## config.mk

```make
export PLATFORM = sky130hd
export DESIGN_NAME = imem_loader_flat
export DESIGN_NICKNAME = d
export VERILOG_FILES = /design/src/rtl/imem_loader_if.sv /design/src/rtl/imem_loader.sv /design/src/flat_wrapper.sv
export SDC_FILE = /design/constraint.sdc
export NUM_CORES = 1
export LEC_CHECK = 0
export ABC_AREA = 1
export BUFFER_PORTS_ARGS = -buffer_cell sky130_fd_sc_hd__buf_2
export CAP_MARGIN = 20
export CORE_MARGIN = 1.5
export CORE_UTILIZATION = 35
export CTS_CLUSTER_SIZE = 14
export DETAILED_ROUTE_END_ITERATION = 10
export SLEW_MARGIN = 10
export SYNTH_ARGS = -nofsm -noshare
export SYNTH_HDL_FRONTEND = slang
export SYNTH_SLANG_ARGS = --single-unit
```

## constraint.sdc

```tcl
create_clock -name clk -period 4.1 [get_ports clk]
set_clock_uncertainty 0.2 [all_clocks]
set_input_delay 0.615 -clock clk [delete_from_list [all_inputs] [get_ports clk]]
set_output_delay 0.615 -clock clk [all_outputs]
set_load 0.01 [all_outputs]
```

## src/rtl/imem_loader_if.sv

```systemverilog
// Byte-stream and instruction-memory write bus shared by imem_loader and its producer.
// master = stream source / memory side, slave = loader.
interface imem_loader_if #(
  parameter int ADDR_W = 11
);
  logic              byte_valid;
  logic [7:0]        byte_data;
  logic              byte_ready;
  logic              wr_en;
  logic [ADDR_W-1:0] wr_addr;
  logic [31:0]       wr_data;

  modport master (
    output byte_valid, byte_data,
    input  byte_ready, wr_en, wr_addr, wr_data
  );

  modport slave (
    input  byte_valid, byte_data,
    output byte_ready, wr_en, wr_addr, wr_data
  );
endinterface

```

## src/rtl/imem_loader.sv

```systemverilog
// Length-prefixed byte-stream loader writing 32-bit words into instruction memory.
// Optional trailing 8-bit checksum byte enabled by defining LOADER_CHECKSUM_EN.
module imem_loader #(
  parameter int ADDR_W = 11
) (
  input  logic         clk,
  input  logic         rst,
  input  logic         start,
  imem_loader_if.slave bus,
  output logic         core_hold,
  output logic         busy,
  output logic         done,
  output logic         err
);

  typedef enum logic [2:0] {
    IDLE   = 3'd0,
    LEN_LO = 3'd1,
    LEN_HI = 3'd2,
    DATA   = 3'd3,
`ifdef LOADER_CHECKSUM_EN
    CSUM   = 3'd4,
`endif
    DONE   = 3'd5
  } state_t;

  localparam logic [16:0] MAX_WORDS = 17'd1 << ADDR_W;

  state_t            state;
  state_t            state_nxt;
  logic              accept;
  logic              begin_session;
  logic [7:0]        len_lo;
  logic [16:0]       len_full;
  logic              len_bad;
  logic              fail;
  logic [1:0]        byte_idx;
  logic [23:0]       word_buf;
  logic [ADDR_W-1:0] waddr;
  logic [ADDR_W-1:0] last_addr;
  logic              word_done;
  logic              last_word;

  assign accept        = bus.byte_valid & bus.byte_ready;
  assign begin_session = (state == IDLE) && start;
  assign len_full      = {1'b0, bus.byte_data, len_lo};
  assign len_bad       = (len_full == 17'd0) || (len_full > MAX_WORDS);
  assign word_done     = accept && (state == DATA) && (byte_idx == 2'd3);
  // N is range-checked, so N-1 always fits in the word address
  assign last_word     = word_done && (waddr == last_addr);

`ifdef LOADER_CHECKSUM_EN
  logic [7:0] sum;
  logic       sum_ok;

  function automatic logic [7:0] csum_add(input logic [7:0] acc, input logic [7:0] b);
    return acc + b;
  endfunction

  assign sum_ok = (csum_add(sum, bus.byte_data) == 8'd0);
  assign fail   = accept && (((state == LEN_HI) && len_bad) || ((state == CSUM) && !sum_ok));
`else
  assign fail   = accept && (state == LEN_HI) && len_bad;
`endif

  // State register
  always_ff @(posedge clk or posedge rst) begin
    if (rst) begin
      state <= IDLE;
    end else begin
      state <= state_nxt;
    end
  end

  // Next-state logic
  always_comb begin
    state_nxt = state;
    case (state)
      IDLE: begin
        if (start) state_nxt = LEN_LO;
        else       state_nxt = IDLE;
      end
      LEN_LO: begin
        if (accept) state_nxt = LEN_HI;
        else        state_nxt = LEN_LO;
      end
      LEN_HI: begin
        if (accept && len_bad) state_nxt = IDLE;
        else if (accept)       state_nxt = DATA;
        else                   state_nxt = LEN_HI;
      end
      DATA: begin
`ifdef LOADER_CHECKSUM_EN
        if (last_word) state_nxt = CSUM;
        else           state_nxt = DATA;
`else
        if (last_word) state_nxt = DONE;
        else           state_nxt = DATA;
`endif
      end
`ifdef LOADER_CHECKSUM_EN
      CSUM: begin
        if (accept && sum_ok) state_nxt = DONE;
        else if (accept)      state_nxt = IDLE;
        else                  state_nxt = CSUM;
      end
`endif
      DONE: state_nxt = IDLE;
      default: state_nxt = IDLE;
    endcase
  end

  // Session status outputs, registered from the next state
  always_ff @(posedge clk or posedge rst) begin
    if (rst) begin
      bus.byte_ready <= 1'b0;
      busy           <= 1'b0;
      done           <= 1'b0;
      err            <= 1'b0;
      core_hold      <= 1'b0;
    end else begin
`ifdef LOADER_CHECKSUM_EN
      bus.byte_ready <= (state_nxt == LEN_LO) || (state_nxt == LEN_HI) ||
                        (state_nxt == DATA)   || (state_nxt == CSUM);
`else
      bus.byte_ready <= (state_nxt == LEN_LO) || (state_nxt == LEN_HI) ||
                        (state_nxt == DATA);
`endif
      busy <= (state_nxt != IDLE);
      done <= (state == DONE);
      if (begin_session) begin
        err       <= 1'b0;
        core_hold <= 1'b1;
      end else begin
        // release the core one cycle after the done pulse; failures keep it held
        if (done) core_hold <= 1'b0;
        if (fail) err <= 1'b1;
      end
    end
  end

  // Length capture, word assembly and memory write port
  always_ff @(posedge clk or posedge rst) begin
    if (rst) begin
      len_lo      <= 8'd0;
      last_addr   <= {ADDR_W{1'b0}};
      byte_idx    <= 2'd0;
      word_buf    <= 24'd0;
      waddr       <= {ADDR_W{1'b0}};
      bus.wr_en   <= 1'b0;
      bus.wr_addr <= {ADDR_W{1'b0}};
      bus.wr_data <= 32'd0;
`ifdef LOADER_CHECKSUM_EN
      sum         <= 8'd0;
`endif
    end else begin
      bus.wr_en <= word_done;
      if (begin_session) begin
        waddr    <= {ADDR_W{1'b0}};
        byte_idx <= 2'd0;
`ifdef LOADER_CHECKSUM_EN
        sum      <= 8'd0;
`endif
      end else if (accept) begin
`ifdef LOADER_CHECKSUM_EN
        sum <= csum_add(sum, bus.byte_data);
`endif
        case (state)
          LEN_LO: len_lo <= bus.byte_data;
          LEN_HI: last_addr <= ADDR_W'(len_full - 17'd1);
          DATA: begin
            byte_idx <= byte_idx + 2'd1;
            // little-endian: earlier bytes shift toward bit 0
            word_buf <= {bus.byte_data, word_buf[23:8]};
            if (byte_idx == 2'd3) begin
              bus.wr_addr <= waddr;
              bus.wr_data <= {bus.byte_data, word_buf};
              waddr       <= waddr + {{(ADDR_W-1){1'b0}}, 1'b1};
            end
          end
          default: ;
        endcase
      end
    end
  end

endmodule
```

## src/flat_wrapper.sv

```systemverilog
// flat-port wrapper written by rule: the top's interface ports become plain ports
module imem_loader_flat 
#(
  parameter int ADDR_W = 11
)
  (clk, rst, start, core_hold, busy, done, err, bus_byte_valid, bus_byte_data, bus_byte_ready, bus_wr_en, bus_wr_addr, bus_wr_data);
  imem_loader_if #(.ADDR_W(ADDR_W)) bus_i ();
  input  logic clk;
  input  logic rst;
  input  logic start;
  output logic core_hold;
  output logic busy;
  output logic done;
  output logic err;
  input wire logic [$bits(bus_i.byte_valid)-1:0] bus_byte_valid;
  input wire logic [$bits(bus_i.byte_data)-1:0] bus_byte_data;
  output wire logic [$bits(bus_i.byte_ready)-1:0] bus_byte_ready;
  output wire logic [$bits(bus_i.wr_en)-1:0] bus_wr_en;
  output wire logic [$bits(bus_i.wr_addr)-1:0] bus_wr_addr;
  output wire logic [$bits(bus_i.wr_data)-1:0] bus_wr_data;
  assign bus_i.byte_valid = bus_byte_valid;
  assign bus_i.byte_data = bus_byte_data;
  assign bus_byte_ready = bus_i.byte_ready;
  assign bus_wr_en = bus_i.wr_en;
  assign bus_wr_addr = bus_i.wr_addr;
  assign bus_wr_data = bus_i.wr_data;
  imem_loader #(.ADDR_W(ADDR_W)) u_core (.clk(clk), .rst(rst), .start(start), .bus(bus_i), .core_hold(core_hold), .busy(busy), .done(done), .err(err));
endmodule
```

-- Yosys cells after proc, flatten, opt, wreduce, memory -nomap -nowiden
Cells that the tools add are included.
- flip-flop bits (word level): 108
- bits in latches: 0
- bits in writable memories: 0
- bits in read-only memories: 0
- input bits: 12
- output and inout bits: 49
- word-level logic and storage cells: 70
- memories: 0
- $add $sub $neg: 3
- $mul: 0
- div/mod/pow operators: 0
- order comparisons: 1
- equal/unequal tests: 9
- shift-type cells: 0
- multiplexer cells: 17
- bitwise gates (word level): 2
- reduce and logical (&&, ||, !) cells: 24
- operator list (cell ; number):
    11-bit 2-to-1 mux ; 4
    17-bit logical NOT ; 1
    16-bit by 12-bit > comparator with 1-bit output (second input constant) ; 1
    3-bit by 2-bit equality test with 1-bit output (second input constant) ; 4
    3-bit one-hot mux with 4 select lines ; 1
    3-bit AND reduction ; 4
    11-bit by 1-bit adder with 11-bit output (second input constant) ; 1
    11-bit equality test ; 1
    11-bit by 1-bit subtractor with 11-bit output (second input constant) ; 1
    2-bit nonzero test ; 5
    2-bit 2-to-1 mux ; 4
    1-bit logical AND ; 7
    3-bit by 1-bit equality test with 1-bit output (second input constant) ; 2
    1-bit 2-to-1 mux ; 6
    3-bit 2-to-1 mux ; 2
    4-bit AND reduction ; 1
    3-bit equality test (second input constant) ; 1
    3-bit logical NOT ; 1
    1-bit logical OR ; 3
    3-bit nonzero test ; 1
    2-bit by 1-bit adder with 2-bit output (second input constant) ; 1
    2-bit equality test (second input constant) ; 1
    2-bit AND reduction ; 1
    1-bit bitwise AND ; 1
    1-bit inverter ; 1

-- Logic depth before layout (Yosys ltp)
Gate-level depths: netlist of run 1.
- word-level depth: 9
- depth in mapped cells: 10
- mapped depth without buffers: 10

-- Worst setup path after synthesis of run 1
No wires, ideal clock.
- path type: input-to-reg
- from: input port bus_byte_valid
- to: register u_core.waddr[0]
- library setup time: 0.083 ns
- arrival time: 1.487 ns
- required time: 3.817 ns
- path slack: 2.330 ns
- stages on the path: 8
- buffers on the path: 1
- path through: nand2_1 -> inv_1 -> nand2_2 -> inv_2 -> nand2_4 -> clkbuf_1 -> nand3_1 -> o21ai_0
- longest elaborated chain between the ends: 3
- RTL lines (what ; RTL line ; RTL):
    start: declaration ; flat_wrapper.sv:15 ; input wire logic [$bits(bus_i.byte_valid)-1:0] bus_byte_valid;
    1-bit bitwise AND ; imem_loader.sv:44 ; assign accept = bus.byte_valid & bus.byte_ready;
    2-bit nonzero test (no line) ; - ;
    3-bit AND reduction (no line) ; - ;
    end signal: assignment ; imem_loader.sv:149 ; waddr <= {ADDR_W{1'b0}};
    end signal: assignment ; imem_loader.sv:159 ; waddr <= {ADDR_W{1'b0}};
    end signal: assignment ; imem_loader.sv:178 ; waddr <= waddr + {{(ADDR_W-1){1'b0}}, 1'b1};
    end: declaration ; imem_loader.sv:39 ; logic [ADDR_W-1:0] waddr;
Every way passes these cells.
A chain may end at the register's enable or synchronous reset.

-- Worst setup path after layout of run 1
- from: register u_core.state[1]
- to: register u_core.busy
- longest elaborated chain between the ends: 7
- elaborated cells between the ends (all ways): 10
- classes of those cells: 3 x eq/ne; 2 x mux; 5 x reduce/logical
- RTL lines (what ; RTL line ; RTL):
    start: declaration ; imem_loader.sv:29 ; state_t state;
    start signal: assignment ; imem_loader.sv:71 ; state <= state_nxt;
    3-bit by 2-bit equality test with 1-bit output ; imem_loader.sv:48, imem_loader.sv:78 ;
    1-bit logical AND (2 in a row) ; imem_loader.sv:48 ; assign word_done = accept && (state == DATA) && (byte_idx == 2'd3);
    1-bit logical AND ; imem_loader.sv:50 ; assign last_word = word_done && (waddr == last_addr);
    3-bit 2-to-1 mux ; imem_loader.sv:97 ; if (last_word) state_nxt = DONE;
    3-bit one-hot mux with 4 select lines * ; imem_loader.sv:78 ; case (state)
    3-bit nonzero test * ; imem_loader.sv:129 ; busy <= (state_nxt != IDLE);
    end signal: assignment ; imem_loader.sv:129 ;
    end: declaration ; imem_loader.sv:11 ; output logic busy,
Every way passes the cells marked *; elsewhere a longest branch is shown, timed or not.

==> results of run 1 <==
-- layout by cell type, fill, tap and decap left out, drive strengths merged --
master,netlist,layout
nand2,173,173
dfrtp,108,108
o21ai,87,87
inv,65,66
buf,9,65
nor2,35,35
nand3,13,13
nor3,11,11
clkbuf,9,9
a21oi,7,7
xor2,6,6
ha,4,4
clkinv,0,4
nand4,3,3
o22ai,2,2
clkinvlp,0,2
nand3b,1,1
a22o,1,1
a31oi,1,1
o32ai,1,1
o21a,1,1
xnor2,1,1
a211oi,1,1
a22oi,1,1
-- through the flow --
stage                     hold slack [ns]   util  setup WS (ns)
final                               0.224  0.412           1.80
after global routing                0.256  0.412           1.58
after CTS                           0.251  0.412           1.79
after detailed placement            0.240  0.391           1.56
after global placement              0.232  0.391           1.64
after floorplan                     0.240      -          0.439
-- power by group through the flow --
stage | registers, uW | logic, uW | clock network (uW)
floorplan | 1420 | 521 | 0
global placement | 1440 | 695 | 0
detailed placement | 1450 | 711 | 0
CTS | 1430 | 717 | 827
global route | 1470 | 835 | 869
finish | 1430 | 709 | 808
-- worst max-delay path, cell delays in order (launching register included) --
cell and delay [ns]:
dfrtp_1 0.42, nand2_1 0.11, nor2_4 0.14, nand2_2 0.09
inv_2 0.10, nand2_4 0.45, nor2_1 0.24, nand2_1 0.10
a21oi_2 0.18, nand3_1 0.10
-- registers in the layout (all words and copies together), names as in the netlist --
| register | flops |
|---|---|
| u_core.byte_idx | 2 |
| u_core.len_lo | 8 |
| u_core.bus.wr_en | 1 |
| u_core.word_buf | 24 |
| u_core.bus.wr_data | 32 |
| u_core.core_hold | 1 |
| u_core.waddr | 11 |
| u_core.last_addr | 11 |
| u_core.bus.byte_ready | 1 |
| u_core.state | 3 |
| u_core.busy | 1 |
| u_core.bus.wr_addr | 11 |
| u_core.done | 1 |
| u_core.err | 1 |
-- final timing paths --
path,start,endpoint,slack (ns),cells after the start
hold reg to reg,u_core.done,u_core.core_hold,0.24,1
setup / recovery,u_core.state[1],u_core.busy,1.80,9
max in group asynchronous,rst,u_core.word_buf[4],2.66,3
hold / removal,rst,u_core.waddr[3],0.22,2
min in group clk,u_core.done,u_core.core_hold,0.24,1
setup reg to reg,u_core.state[1],u_core.busy,1.80,9
-- layer usage --
| layer | vias up | part of all wire | GRT usage |
|---|---|---|---|
| met3 | 13 | 0.038 | 0.0227 |
| met4 | 0 | 0.019 | 0.0633 |
| met2 | 86 | 0.45 | 0.247 |
| met1 | 1650 | 0.49 | 0.214 |
| met5 | - | 0 | 0 |
| li1 | 1828 | - | - |
-- kinds of logic after synthesis --
family / Yosys count
and+or+nand+nor: 236
DFF: 108
AOI/OAI and AO/OA: 102
buffers and inverters: 83
xor gates and xnor gates: 7
adders and majority gates: 4
-- cell type report --
cell class                 instances  share of cell area
sequential                       108               0.499
multi-input combinational        349               0.301
timing repair buffer              65              0.0624
inverter                          65              0.0455
clock buffer                       9              0.0416
tap                              176              0.0407
clock inverter                     7             0.00948
==> summary.md, run 1 <==
| Metric | Value |
|---|---|
| Synthesis-stage register bit count | `108` |
| Area contributors post-synth | `dfrtp_1 (58%), nand2_1 (14%), o21ai_0 (6.0%)` |
| Max-slew headroom | `0.422` |
| Synth Area in XOR/XNOR | `0.0131` |
| Synth top area share | `0.577` |
| Setup TNS | `0 ns` |
| Fmax | `0.435 GHz` |
| Unique masters post-synth | `31` |
| Post-synth EDFFs | `0` |
| Antenna violations before repair | `0` |
| Area Overhead vs Synth | `15.5%` |
| Crit path capture type | `flop` |
| Slew @ Worst Pin | `0.867 ns` |
| Mux contribution to synthesized area | `0` |
| Synth Flop Type | `dfrtp_1` |
| Status | `complete, no violations` |
| Post-Synth Simple-Gate Area | `0.206` |
| FF/Latch Area | `2700 sq um` |
| CTS H-tree depth | `3` |
| Yosys warns | `0` |
| RSZ-0062 raised after global routing | `no` |
| Vias/cell | `4.59` |
| Largest net degree at the start of global routing | `88` |
| Final Power | `2950 uW` |
| Fraction of layout cells with a size suffix above 1 | `0.159` |
| I/O Buffers | `60` |
| Synth Area per Inst | `8.67 sq um` |
| Leak | `0.00277 uW` |
| Filler cells | `1345` |
| Crit share post-route | `0.561` |
| Cts hold-fix bufs | `0` |
| Sequential share of power | `0.486` |
| Ant diodes | `0` |
| Die span in x | `119 microns` |
| Largest family of logic cells by synthesized area | `simple AND/OR/NAND/NOR gates` |
| Rows | `42` |
| GRT Residual Overflow | `0` |
| Post-CTS setup buffers | `0` |
| Synth Area in Adders | `0.0107` |
| Post-Syn Instances | `540` |
| Overall routing resource usage | `0.156` |
| CTS tree | `done` |
| Compound-Gate Fraction of Synth Area | `0.118` |
| Clock latency on the worst-skew pair | `0.35 ns` |
| Clk pin slew, worst setup/hold paths | `0.07 ns` |
| Switch share | `0.338` |
| Remaining DRCs | `0` |
| GPL Wtd Cong | `0.840` |
| Fin area | `5410 sq um` |
| Setup crit start kind | `flop` |
| Worst Hold Class | `input pin to async pin` |
| Inst Count DP | `763` |
| Vias post-DR | `3577` |
| DRT Pass-1 Iters | `4` |
| Top-count cell post-synth | `nand2_1` |
| Synth area leader | `dfrtp_1` |
| PwrDens | `545 nW/um^2` |
| Peak supply drop | `0.232 mV` |
| Asr flop ratio synth | `1.00` |
| HPWL Detailed | `7.40 mm` |
| ANT nets after route | `0` |
| Max-slew violations | `0` |
| Die Area | `14100 sq um` |
| Post-route insts no fill | `779` |
| Vias in the first global route | `3593` |
| First-pass GRT wire length | `17.5 mm` |
| Mapped Area | `4680 sq um` |
| Worst Path Max Fanout | `87` |
| Num Clock Sinks | `108` |
| Root buffer cell | `clkbuf_16` |
| Area of the multi-input gates | `1630 sq um` |
| Seq/Total Area, Yosys | `0.577` |
| Mapped Nets | `556` |
| Maxcap violations | `0` |
| Worst Path Required | `4.12 ns` |
| CTS resizes | `0` |
| Clock power share | `0.274` |
| P_sw | `997 uW` |
| WL/cell | `13.1 microns` |
| Crit path DAT | `2.32 ns` |
| Crit Path Category | `flop to flop` |
| Min Tclk post-route | `2.30 ns` |
| Internal power | `1950 uW` |
| Final setup viols | `0` |
| Core Area | `13100 sq um` |
| DR iter-0 viols | `213` |
| Logic pwr share | `0.240` |
| I/O pin count | `61` |
| Final hold vios | `0` |
| Nets@finish | `614` |
| Die Y-Extent | `119 microns` |
| Longest Clk Path Bufs | `2` |
| CTS Buf Count | `9` |
| Starting density of the core | `0.357` |
| List of most frequent post-synthesis cells | `nand2_1 (170), dfrtp_1 (108), inv_1 (64), o21ai_0 (56), nor2_1 (33)` |
| Post-Route WL | `10.2 mm` |
| Cell Area, Placed | `5130 sq um` |
(Power assumes the default switching activity.)
==> run 2: changes to the inputs <==
- clock period: 4.1 -> 2.29 ns (I/O delays scaled with it)
==> summary.md, run 2 (synthesized netlist as in run 1, its figures left out) <==
| Metric | Value |
|---|---|
| GRT Residual Overflow | `0 (unchanged)` |
| Status | `complete, no violations` |
| Crit path DAT | `1.96 ns (-0.36 ns)` |
| CP dominant cell by count | `nand2_1` |
| Remaining DRCs | `0 (unchanged)` |
| Post-Route WL | `10.3 mm (+0.35%)` |
| Final hold slack | `0.0488 ns (-0.175 ns)` |
| Nets@finish | `620 (+0.98%)` |
| Die span in x | `119 microns (unchanged)` |
| Longest Clk Path Bufs | `2 (unchanged)` |
| Antenna violations before repair | `0 (unchanged)` |
| CP cell instances | `nand2_1 > nor2_4 > nand2_2 > inv_2 > nand2_4 > nor2_1 > nand2_1 > a21oi_2 > nand3_1` |
| Fin area | `5540 sq um (+2.5%)` |
| Vias post-DR | `3556 (-0.59%)` |
| Worst Hold Class | `input pin to flop` |
| Reg2Reg Setup Slack | `0.34 ns (-1.46 ns)` |
| Die Y-Extent | `119 microns (unchanged)` |
| Max-slew violations | `0 (unchanged)` |
| Max FFs per register | `32 (unchanged)` |
| Cell Area, Placed | `5210 sq um (+1.5%)` |
| Num Clock Sinks | `108 (unchanged)` |
| Commonest non-fill, non-tap cell in the layout | `nand2_1` |
| Largest net degree at the start of global routing | `49 (-44%)` |
| ANT nets after route | `0 (unchanged)` |
| CTS tree | `done` |
| Slowest cell on the critical path | `dfrtp_1` |
| Worst Path Required | `2.31 ns (-1.81 ns)` |
| Leak | `0.00283 uW (+2.1%)` |
| Clock latency on the worst-skew pair | `0.34 ns (about the same)` |
| FF/Latch Area | `2700 sq um (unchanged)` |
| Overall routing resource usage | `0.159 (+0.00349)` |
| Die Area | `14100 sq um (unchanged)` |
| Filler cells | `1351 (+0.45%)` |
| Clk pin slew, worst setup/hold paths | `0.07 ns (about the same)` |
| Max-slew headroom | `0.571 (+0.149)` |
| Starting density of the core | `0.357 (unchanged)` |
| Area of the multi-input gates | `1630 sq um (unchanged)` |
| First-pass GRT wire length | `18.0 mm (+2.6%)` |
| GPL Wtd Cong | `0.837 (-0.42%)` |
| CP peak stage delay | `0.42 ns (-0.03 ns)` |
| Slew @ Worst Pin | `0.641 ns (-0.225 ns)` |
| Root buffer cell | `clkbuf_16` |
| CTS H-tree depth | `3 (unchanged)` |
| Final hold vios | `0 (unchanged)` |
| Fraction of layout cells with a size suffix above 1 | `0.164 (+0.00527)` |
| Final setup viols | `0 (unchanged)` |
| Area Overhead vs Synth | `18.3%` |
| Crit share post-route | `0.849 (+0.288)` |
| Maxcap violations | `0 (unchanged)` |
| Setup TNS | `0 ns (unchanged)` |
| Setup crit start kind | `flop` |
| HPWL Detailed | `7.52 mm (+1.5%)` |
| RSZ-0062 raised after global routing | `no` |
| Min Tclk post-route | `1.95 ns (-0.355 ns)` |
| Peak supply drop | `0.362 mV (+56%)` |
| Ant diodes | `0 (unchanged)` |
| I/O pin count | `61 (unchanged)` |
| Vias in the first global route | `3594 (+0.028%)` |
| Most flops, register | `u_core.bus.wr_data` |
| Fmax | `0.514 GHz (+18%)` |
| CTS resizes | `0 (unchanged)` |
| WL/cell | `13.1 microns (-0.29%)` |
| Crit Path Category | `flop to flop` |
| Most frequent cells in the layout | `nand2_1 (170), dfrtp_1 (108), inv_1 (63)` |
| DR iter-0 viols | `218 (+2.3%)` |
| CTS Buf Count | `9 (unchanged)` |
| Core Area | `13100 sq um (unchanged)` |
| Worst Path Max Fanout | `29 (-67%)` |
| Vias/cell | `4.54 (-1.2%)` |
| Registers with the most flip-flops | `u_core.bus.wr_data: 32 flops, u_core.word_buf: 24 flops` |
| I/O Buffers | `60 (unchanged)` |
| Rows | `42 (unchanged)` |
| PwrDens | `993 nW/um^2 (+82%)` |
| Crit path capture type | `flop` |
| DRT Pass-1 Iters | `5 (+1)` |
[run 2: final cells by class]
class | count | area share
inverter | 65 | 0.0447
tap | 176 | 0.0397
clock inverter | 6 | 0.0176
timing repair buffer | 71 | 0.0763
sequential | 108 | 0.487
clock buffer | 9 | 0.0406
multi-input combinational | 349 | 0.294
[run 2: path summary, 6_finish.rpt]
path | from | endpoint | depth (start not counted)
min in group asynchronous | rst | u_core.word_buf[20] | 3
max in group asynchronous | rst | u_core.bus.wr_addr[8] | 4
worst max register to register | u_core.state[1] | u_core.bus.byte_ready | 9
worst min-delay path | bus_byte_data[4] | u_core.len_lo[4] | 3
worst min register to register | u_core.done | u_core.core_hold | 1
worst max-delay path | u_core.state[1] | u_core.bus.byte_ready | 9
[run 2: critical path: cells and delay by family, from the launching register on]
| family | cells | cell delay (ns) |
|---|---|---|
| simple gates | 7 | 0.92 |
| flops | 1 | 0.42 |
| buf+inv | 1 | 0.11 |
| compound gates | 1 | 0.17 |
[run 2: per-layer routing]
| metal | vias to the layer above | part of all wire | track usage |
|---|---|---|---|
| li1 | 1833 | - | - |
| met1 | 1661 | 0.49 | 0.221 |
| met2 | 60 | 0.47 | 0.256 |
| met3 | 2 | 0.032 | 0.0270 |
| met4 | 0 | 0.0066 | 0.0467 |
| met5 | - | 0 | 0 |
[run 2: power breakdown]
part / leakage [uW] / internal, uW / switching [uW]
clock network: 0.000152 / 968 / 703
registers: 0.00144 / 2310 / 262
logic: 0.00124 / 461 / 807
[run 2: metrics by stage]
step / util / cells / power, uW / setup WS [ns]
floorplan: - / 540 / 3480 / 0.445
global placement: 0.397 / 768 / 3820 / 0.330
detailed placement: 0.397 / 768 / 3880 / 0.300
CTS: 0.422 / 784 / 5580 / 0.324
global route: 0.422 / 784 / 5930 / 0.162
finish: 0.422 / 784 / 5510 / 0.345
[run 2: timing repair]
item	4_1_cts	5_1_grt
setup buffers	0	0
hold endpoints to repair	23	0
setup endpoints to repair	0	0
hold buffers	1	0
==> run 3: changes to the inputs <==
- clock period: 2.29 -> 1.9 ns (I/O delays scaled with it)
==> summary.md, run 3 (synthesized netlist as in run 1, its figures left out) <==
| Metric | Value |
|---|---|
| GR peak layer | `met2` |
| Setup WS pre-CTS | `0.108 ns (-0.192 ns)` |
| Antenna violations before repair | `0 (unchanged)` |
| Num Clock Sinks | `108 (unchanged)` |
| Vias in the first global route | `3574 (-0.56%)` |
| Final hold vios | `0 (unchanged)` |
| GPL Wtd Cong | `0.851 (+1.7%)` |
| Die Area | `14100 sq um (unchanged)` |
| Leak | `0.00283 uW (about the same)` |
| CP cell instances | `dlygate4sd3_1 > buf_2 > nor2_2 > nand3_1 > nand3b_1 > nand2_1 > nand2_1 > nand2_1 > nand3_1` |
| Final hold slack | `0.0605 ns (+0.0116 ns)` |
| I/O pin count | `61 (unchanged)` |
| CP peak stage delay | `0.53 ns (+0.11 ns)` |
| Max-slew violations | `0 (unchanged)` |
| Switch share | `0.340 (+0.0180)` |
| Clk pin slew, worst setup/hold paths | `0.07 ns (about the same)` |
| Internal power | `4290 uW (+15%)` |
| Post-Route WL | `10.2 mm (-1.2%)` |
| Rows | `42 (unchanged)` |
| Slowest cell on the critical path | `dlygate4sd3_1` |
| HPWL Detailed | `7.15 mm (-4.8%)` |
| Largest net degree at the start of global routing | `109 (+120%)` |
| Root buffer cell | `clkbuf_16` |
| Max-slew headroom | `0.626 (+0.0542)` |
| Ant diodes | `0 (unchanged)` |
| Nets@finish | `625 (+0.81%)` |
| Fraction of layout cells with a size suffix above 1 | `0.176 (+0.0114)` |
| WP buf/inv | `2 (+1)` |
| Overall routing resource usage | `0.156 (-0.00306)` |
| P_sw | `2210 uW (+25%)` |
| Vias post-DR | `3636 (+2.2%)` |
| Crit Path Category | `input pin to flop` |
| CTS H-tree depth | `3 (unchanged)` |
| Final worst setup slack | `0.123 ns (-0.222 ns)` |
| Sequential share of power | `0.474 (+0.008)` |
| Vias/cell | `4.60 (+1.5%)` |
| Met1 usage | `0.218 (-0.00344)` |
| Post-route insts no fill | `790 (+0.77%)` |
| Worst Path Max Fanout | `3 (-90%)` |
| Setup crit start kind | `input pin` |
| PwrDens | `1170 nW/um^2 (+18%)` |
| Commonest non-fill, non-tap cell in the layout | `nand2_1` |
| Crit path capture type | `flop` |
| Maxcap violations | `0 (unchanged)` |
| Most frequent cells in the layout | `nand2_1 (170), dfrtp_1 (107), inv_1 (62)` |
| Worst Path Required | `1.93 ns (-0.38 ns)` |
| Slew @ Worst Pin | `0.562 ns (-0.0800 ns)` |
| Area Overhead vs Synth | `18.6%` |
| Worst Hold Class | `input pin to flop` |
| DR iter-0 viols | `243 (+11%)` |
| Clock power share | `0.279 (-0.024)` |
| Fmax | `0.563 GHz` |
| Clock latency on the worst-skew pair | `0.35 ns (about the same)` |
| Die span in x | `119 microns (unchanged)` |
| First-pass GRT wire length | `17.6 mm (-2.1%)` |
| Most flops, register | `u_core.bus.wr_data` |
| CTS Buf Count | `9 (unchanged)` |
| WL/cell | `12.9 microns (-1.9%)` |
| Remaining DRCs | `0 (unchanged)` |
| Inst Count DP | `766 (-0.26%)` |
| Met3 Use GR | `0.0328 (+0.00579)` |
| Longest Clk Path Bufs | `2 (unchanged)` |
| Status | `complete, no violations` |
| Max FFs per register | `32 (unchanged)` |
| Crit share post-route | `0.935` |
| Die Y-Extent | `119 microns (unchanged)` |
| Met2 Use GR | `0.238 (-0.0185)` |
| Kind of cell adding the most delay to the critical path | `simple AND/OR/NAND/NOR gates` |
| CP dominant cell by count | `nand2_1` |
| Logic pwr share | `0.247 (+0.017)` |
| Min Tclk post-route | `1.78 ns` |
| GRT Residual Overflow | `0 (unchanged)` |
| Core Area | `13100 sq um (unchanged)` |
| Registers with the most flip-flops | `u_core.bus.wr_data: 32 flops, u_core.word_buf: 24 flops` |
| ANT nets after route | `0 (unchanged)` |
| DRT Pass-1 Iters | `4 (-1)` |
| Crit path DAT | `1.80 ns (-0.16 ns)` |
| Starting density of the core | `0.357 (unchanged)` |
| Peak supply drop | `0.467 mV (+29%)` |
| CTS tree | `done` |
| Final setup viols | `0 (unchanged)` |
| I/O Buffers | `60 (unchanged)` |
==> run 3: worst paths after layout <==
path	startpoint	end	slack, ns	cells past startpoint
hold reg to reg	u_core.done	u_core.core_hold	0.26	1
setup reg to reg	u_core.state[0]	u_core.last_addr[6]	0.15	7
min in group asynchronous	rst	u_core.bus.wr_data[19]	0.44	4
hold / removal	bus_byte_data[1]	u_core.len_lo[1]	0.06	3
setup / recovery	bus_byte_data[4]	u_core.busy	0.12	9
max in group asynchronous	rst	u_core.waddr[0]	0.63	4
==> run 3: final cells by class <==
| class | count | area, sq um |
|---|---|---|
| Fill cell | 1339 | 7580 |
| Sequential cell | 108 | 2700 |
| Multi-Input combinational cell | 349 | 1640 |
| Timing Repair Buffer | 76 | 458 |
| Inverter | 65 | 248 |
| Clock buffer | 10 | 229 |
| Tap cell | 176 | 220 |
| Clock inverter | 6 | 56.3 |
==> run 3: per-stage QoR <==
| step | setup TNS, ns | utilization | power (uW) | area (sq um) |
|---|---|---|---|---|
| finish | 0 | 0.423 | 6500 | 5560 |
| global route | -0.0243 | 0.423 | 6990 | 5560 |
| CTS | 0 | 0.420 | 6500 | 5520 |
| detailed placement | 0 | 0.395 | 4660 | 5180 |
| global placement | 0 | 0.395 | 4610 | 5180 |
| floorplan | 0 | - | 4200 | 4690 |
==> run 3: routing by layer <==
metal | part of all wire | vias to the layer above | wire length (microns)
met2 | 0.45 | 79 | 4580
met3 | 0.042 | 11 | 422
li1 | - | 1845 | -
met1 | 0.49 | 1701 | 4990
met5 | 0 | - | 0
met4 | 0.016 | 0 | 165
==> run 3: worst reg2reg max path, delay by kind of cell (launching register included) <==
family,cells,cell delay [ns]
compound gates,1,0.07
simple gates,3,0.52
buf+inv,3,0.45
flops,1,0.39
==> run 3: power groups by stage <==
stage / logic (uW) / clock network, uW / registers [uW]
finish: 1600 / 1820 / 3080
floorplan: 1130 / 0 / 3070
CTS: 1560 / 1870 / 3080
global placement: 1500 / 0 / 3110
global route: 1890 / 1960 / 3150
detailed placement: 1540 / 0 / 3120
==> run 3: what timing repair did <==
| item | 4_1_cts | 5_1_grt |
|---|---|---|
| resized for setup | 0 | 7 |
| endpoints found under the setup margin | 0 | 5 |
| setup buffers | 0 | 3 |
| hold endpoints to repair | 112 | 0 |
| hold buffers | 5 | 0 |
